==> config.mk <==
export PLATFORM = sky130hd
export DESIGN_NAME = sel_arith_pipe
export DESIGN_NICKNAME = d
export VERILOG_FILES = /design/src/rtl/sel_arith_pkg.sv /design/src/rtl/sel_arith_core.sv /design/src/rtl/sel_arith_pipe.sv
export SDC_FILE = /design/constraint.sdc
export NUM_CORES = 1
export LEC_CHECK = 0
export CAP_MARGIN = 0
export CORE_MARGIN = 4
export CORE_UTILIZATION = 51
export CTS_BUF_LIST = sky130_fd_sc_hd__clkbuf_16
export DETAILED_ROUTE_END_ITERATION = 8
export PLACE_DENSITY = 0.77
export SLEW_MARGIN = 20
export SYNTH_ARGS = -nofsm -noshare
export SYNTH_HDL_FRONTEND = slang
export SYNTH_SLANG_ARGS = --single-unit
==> constraint.sdc <==
create_clock -name clk -period 2.5 [get_ports clk]
set_clock_uncertainty 0.2 [all_clocks]
set_input_delay 0.5 -clock clk [delete_from_list [all_inputs] [get_ports clk]]
set_output_delay 0.5 -clock clk [all_outputs]
set_load 0.02 [all_outputs]
==> src/rtl/sel_arith_pkg.sv <==
// Shared definitions for the select/increment arithmetic pipeline.
// Mode encoding matches the legacy 2-bit select inputs of the gate-level cells.
package sel_arith_pkg;

    localparam int MODE_W = 2;

    typedef enum logic [MODE_W-1:0] {
        MODE_INC  = 2'b00,
        MODE_DEC  = 2'b01,
        MODE_NEG  = 2'b10,
        MODE_PASS = 2'b11
    } mode_e;

endpackage

==> src/rtl/sel_arith_core.sv <==
// Combinational operator: increment, decrement, two's-complement negate or pass,
// with overflow detection and optional saturation.
module sel_arith_core
    import sel_arith_pkg::*;
#(
    parameter int WIDTH = 8,
    parameter bit SAT   = 1'b0
) (
    input  logic [WIDTH-1:0] a,
    input  mode_e            mode,
    output logic [WIDTH-1:0] res,
    output logic             ovf
);

    localparam logic [WIDTH-1:0] MIN_NEG = {1'b1, {(WIDTH-1){1'b0}}};
    localparam logic [WIDTH-1:0] MAX_POS = {1'b0, {(WIDTH-1){1'b1}}};

    // Wrapped results fall out of modular arithmetic; saturation only overrides them.
    always_comb begin
        res = a;
        ovf = 1'b0;
        unique case (mode)
            MODE_INC: begin
                ovf = (a == '1);
                res = a + WIDTH'(1);
                if (SAT && ovf) res = '1;
            end
            MODE_DEC: begin
                ovf = (a == '0);
                res = a - WIDTH'(1);
                if (SAT && ovf) res = '0;
            end
            MODE_NEG: begin
                ovf = (a == MIN_NEG);
                res = '0 - a;
                if (SAT && ovf) res = MAX_POS;
            end
            default: begin
                res = a;
                ovf = 1'b0;
            end
        endcase
    end

endmodule

==> src/rtl/sel_arith_pipe.sv <==
// Two-stage valid/ready pipeline around sel_arith_core with a completed-beat counter.
// S1 holds the operand and mode, S2 holds the registered result driven onto out_*.
module sel_arith_pipe
    import sel_arith_pkg::*;
#(
    parameter int WIDTH = 8,
    parameter bit SAT   = 1'b0,
    parameter int CNT_W = 16
) (
    input  logic             clk,
    input  logic             rst_n,
    input  logic             in_valid,
    output logic             in_ready,
    input  logic [WIDTH-1:0] in_a,
    input  logic [1:0]       in_mode,
    output logic             out_valid,
    input  logic             out_ready,
    output logic [WIDTH-1:0] out_res,
    output logic             out_ovf,
    output logic [CNT_W-1:0] beat_cnt
);

    logic             s1_valid;
    logic [WIDTH-1:0] s1_a;
    mode_e            s1_mode;
    logic             s2_valid;
    logic [WIDTH-1:0] s2_res;
    logic             s2_ovf;
    logic [WIDTH-1:0] core_res;
    logic             core_ovf;
    logic             s1_adv;
    logic             s2_adv;

    always_comb begin
        s2_adv   = !s2_valid || out_ready;
        s1_adv   = s1_valid && s2_adv;
        in_ready = !s1_valid || s2_adv;
    end

    sel_arith_core #(
        .WIDTH (WIDTH),
        .SAT   (SAT)
    ) u_core (
        .a    (s1_a),
        .mode (s1_mode),
        .res  (core_res),
        .ovf  (core_ovf)
    );

    // Data registers only load on an actual move so held outputs stay stable.
    always_ff @(posedge clk or negedge rst_n) begin
        if (!rst_n) begin
            s1_valid <= 1'b0;
            s1_a     <= '0;
            s1_mode  <= MODE_INC;
            s2_valid <= 1'b0;
            s2_res   <= '0;
            s2_ovf   <= 1'b0;
            beat_cnt <= '0;
        end else begin
            if (in_ready) begin
                s1_valid <= in_valid;
            end
            if (in_valid && in_ready) begin
                s1_a    <= in_a;
                s1_mode <= mode_e'(in_mode);
            end
            if (s2_adv) begin
                s2_valid <= s1_valid;
            end
            if (s1_adv) begin
                s2_res <= core_res;
                s2_ovf <= core_ovf;
            end
            if (s2_valid && out_ready) begin
                beat_cnt <= beat_cnt + CNT_W'(1);
            end
        end
    end

    always_comb begin
        out_valid = s2_valid;
        out_res   = s2_res;
        out_ovf   = s2_ovf;
    end

endmodule
==> key figures <==
Setup path
  • Crit. End Element: flop
  • CP max-delay cell: dfrtp_1
  • CP cell instances: xnor2_1 > ha_1 > a21o_1 > a22oi_1 > o32ai_1 > xnor2_1 > o21ai_1
  • Critical path arrival: 2.13 ns
  • R2r endpoint: out_res[4]
  • Crit path kind: flop to flop
  • R2r setup slk: 0.33 ns
  • CP peak stage delay: 0.52 ns
  • Required @ worst endpoint: 2.46 ns
  • CP most frequent cell: xnor2_1
  • Worst-path maximum fanout: 10
  • FF-to-FF Start: s1_a[1]
  • Crit start category: flop
  • R2R cell count: 7

Job
  • Max_cap viols: 0

STA
  • Fmax: between 400 and 500 MHz
  • RSZ-0062 raised after global routing: no
  • Slew Limit Headroom: a little over two thirds
  • Period utilization: 86.8%
  • Actual slew at the worst max-slew pin: 0.454 ns
  • Setup TNS: 0 ns
  • Count of pins over their slew limit: 0
  • Final hold vios: 0
  • Setup violators final: 0
  • Post-layout minimum cycle time: between 2 and 2.5 ns

Floorplan
  • # IOs: 41
  • DIE WIDTH: 70.5 um
  • Die H: between 70 and 80 um
  • Core ar.: 0.00372 sq mm
  • Row cnt: 22
  • Initial core utilization: 53.6%
  • DIE AREA: a little under 0.005 sq mm

Worst hold path
  • Critical hold path startpoint: out_res[7]
  • Hold Crit Depth: 2
  • Worst-case hold path end point: out_res[7]
  • Min-Delay Path Class: flop to flop

Placed design
  • IO buf count: 40
  • Placed insts: between 200 and 300
  • Placer Congestion: 0.855
  • HPWL Detailed: slightly above 3000 um

Drt
  • Via Count: between 1500 and 2000
  • Final wirelength: 4190 um
  • TritonRoute pass-1 iters: 4
  • Drc violations: 0
  • Mean routed wirelength per cell: 14.9 um
  • Via-to-Cell Ratio: 5.49
  • ANT nets after route: 0
  • Starting DRT DRC Count: 65

Finish
  • Post-Layout Cell Count: 280
  • FF+latch area: 926 sq um
  • Diode count: 0
  • Area Growth Syn to Fin: 31.0%
  • Fill cell count: 308
  • Share of cells above drive strength 1: 12.9%
  • # nets final: around 250
  • Area occupied by multi-input gates: 990 sq um

Clock tree
  • Postcts setup bufs: 0
  • CTS tree: yes
  • Num CTS Buffers: 5
  • CTS sink count: 37
  • Htree depth: 2
  • Clock slew at reported path FFs: around 0.050 ns
  • Skew-Pair Late Insertion Delay: 0.28 ns
  • Clock root cell: clkbuf_16
  • Clock Tree Buf Depth: 2

Global route
  • Pin count of the biggest net entering global routing: 38
  • GRT Residual Overflow: 0
  • First-pass GRT wire length: 7200 um
  • Tot GR Track Use: 18.3%
  • Vias in the first global route: 1496
  • Initial antenna violation count: 0

Synthesis
  • Synth warnings: 0
  • Yosys reg bits: 37
  • Yosys top cell by area: dfrtp_1
  • Synthesized area per cell: 10.6 sq um
  • Synth area leaders: dfrtp_1 47%, xnor2_1 9.2%, mux2_2 6.2%
  • Sequential element share of the synthesized area: 46.5%
  • Netlist cell types: 44
  • Post-Syn Area: 0.00199 sq mm
  • Synth async-reset ratio: 100%
  • Count leader, synth: dfrtp_1
  • Post-Syn Instances: 188
  • Post-synth EDFFs: 0
  • Net Count, Synth: 206
  • Post-synth top area share: 46.5%
  • Post-synth top cells: 37 x dfrtp_1, 21 x xnor2_1, 20 x nand2_1, 11 x mux2_2, 9 x nand3_1
  • Primary FF master, synth: dfrtp_1

Pwr
  • Max VDD drop: 616 uV
  • Pwr Density: 899 mW/mm^2
  • Leak: 0.00107 uW

Outcome
  • Status: finished, final reports clean
## per-stage QoR
stage / hold WS [ns] / setup WS (ns) / power [uW] / util [%] / instance area, sq um
3_3_place_gp: 0.262 / 0.00481 / 1620 / 65.7 / 2440
4_1_cts: 0.282 / 0.00961 / 2360 / 70.1 / 2610
5_1_grt: 0.291 / 0.212 / 2480 / 70.2 / 2610
2_1_floorplan: 0.00441 / 0.392 / 1330 / - / 1990
3_5_place_dp: 0.270 / 0.0276 / 1660 / 65.7 / 2440
6_report: 0.276 / 0.330 / 2350 / 70.2 / 2610
## registers in the layout (all words and copies together), names as in the netlist
register	cells
beat_cnt	16
out_ovf	1
out_res	8
out_valid	1
s1_a	8
s1_mode	2
s1_valid	1
## power breakdown
| group | leakage [uW] | switching [uW] | total, uW | internal (uW) |
|---|---|---|---|---|
| Sequential | 0.000463 | 146 | 866 | 720 |
| Clock | 0.0000775 | 232 | 699 | 466 |
| Combinational | 0.000532 | 389 | 781 | 392 |
| Total | 0.00107 | 768 | 2350 | 1580 |
## cell usage in the layout, fill, tap and decap left out, drive strengths merged, types with 2 or more instances in the layout
cell / synthesis / final
clkdlybuf4s50: 0 / 39
dfrtp: 37 / 37
xnor2: 21 / 21
nand2: 20 / 20
mux2: 11 / 11
o21ai: 10 / 10
nand3: 9 / 9
nand2b: 7 / 7
nor2: 6 / 6
buf: 7 / 6
inv: 5 / 5
clkbuf: 3 / 5
a21oi: 4 / 4
xor2: 4 / 4
ha: 4 / 4
nor3: 4 / 4
nand4: 3 / 3
o32ai: 3 / 3
mux2i: 3 / 3
o31ai: 3 / 3
or4: 3 / 3
nor4: 3 / 3
or2: 2 / 2
and2: 2 / 2
a2bb2oi: 2 / 2
or3: 2 / 2
and4: 2 / 2
## cell type report
cell class / count / share of cell area, %
Clock buffer: 5 / 4.80
Clock inverter: 3 / 1.58
Inverter: 5 / 0.719
Multi-Input combinational cell: 136 / 37.9
Sequential cell: 37 / 35.5
Tap cell: 48 / 2.30
Timing Repair Buffer: 46 / 17.2
## worst max-delay path, delay by kind of cell, from the launching register on
family,cells,cell delay (ns)
AO/OA/AOI/OAI,4,0.52
XOR/XNOR,2,0.43
adder cells (fa/ha/maj),1,0.38
flip-flops,1,0.52
## how the worst max path moves through the flow
stage | startpoint | endpoint | slack, ns
3_5_place_dp | out_ready | in_ready | 0.03
4_1_cts | out_ready | in_ready | 0.01
5_1_grt | s1_mode[1] | out_res[4] | 0.21
3_3_place_gp | out_ready | in_ready | 0.005
6_report | s1_a[1] | out_res[4] | 0.33
2_1_floorplan | s1_mode[1] | out_res[4] | 0.39
## repair_timing
action                                 CTS  global route
gates resized for setup                  0             1
hold buffers                             0             0
endpoints found under the hold margin    0             0
setup endpoints to repair                0             1
## routing by layer
layer,vias up,GRT usage [%],routed length (um)
met5,-,0,0
met1,734,22.5,1800
li1,745,-,-
met3,8,5.18,246
met2,51,30.8,2080
met4,0,5.74,65
## cell families after synthesis
logic type	synth area share (%)
compound gates	10.1
xor+xnor	11.0
fa+ha+maj	2.51
buf+inv	3.77
flops	46.5
mux	7.73
simple gates	18.4
Note: power is estimated with default switching activity, not from simulation.
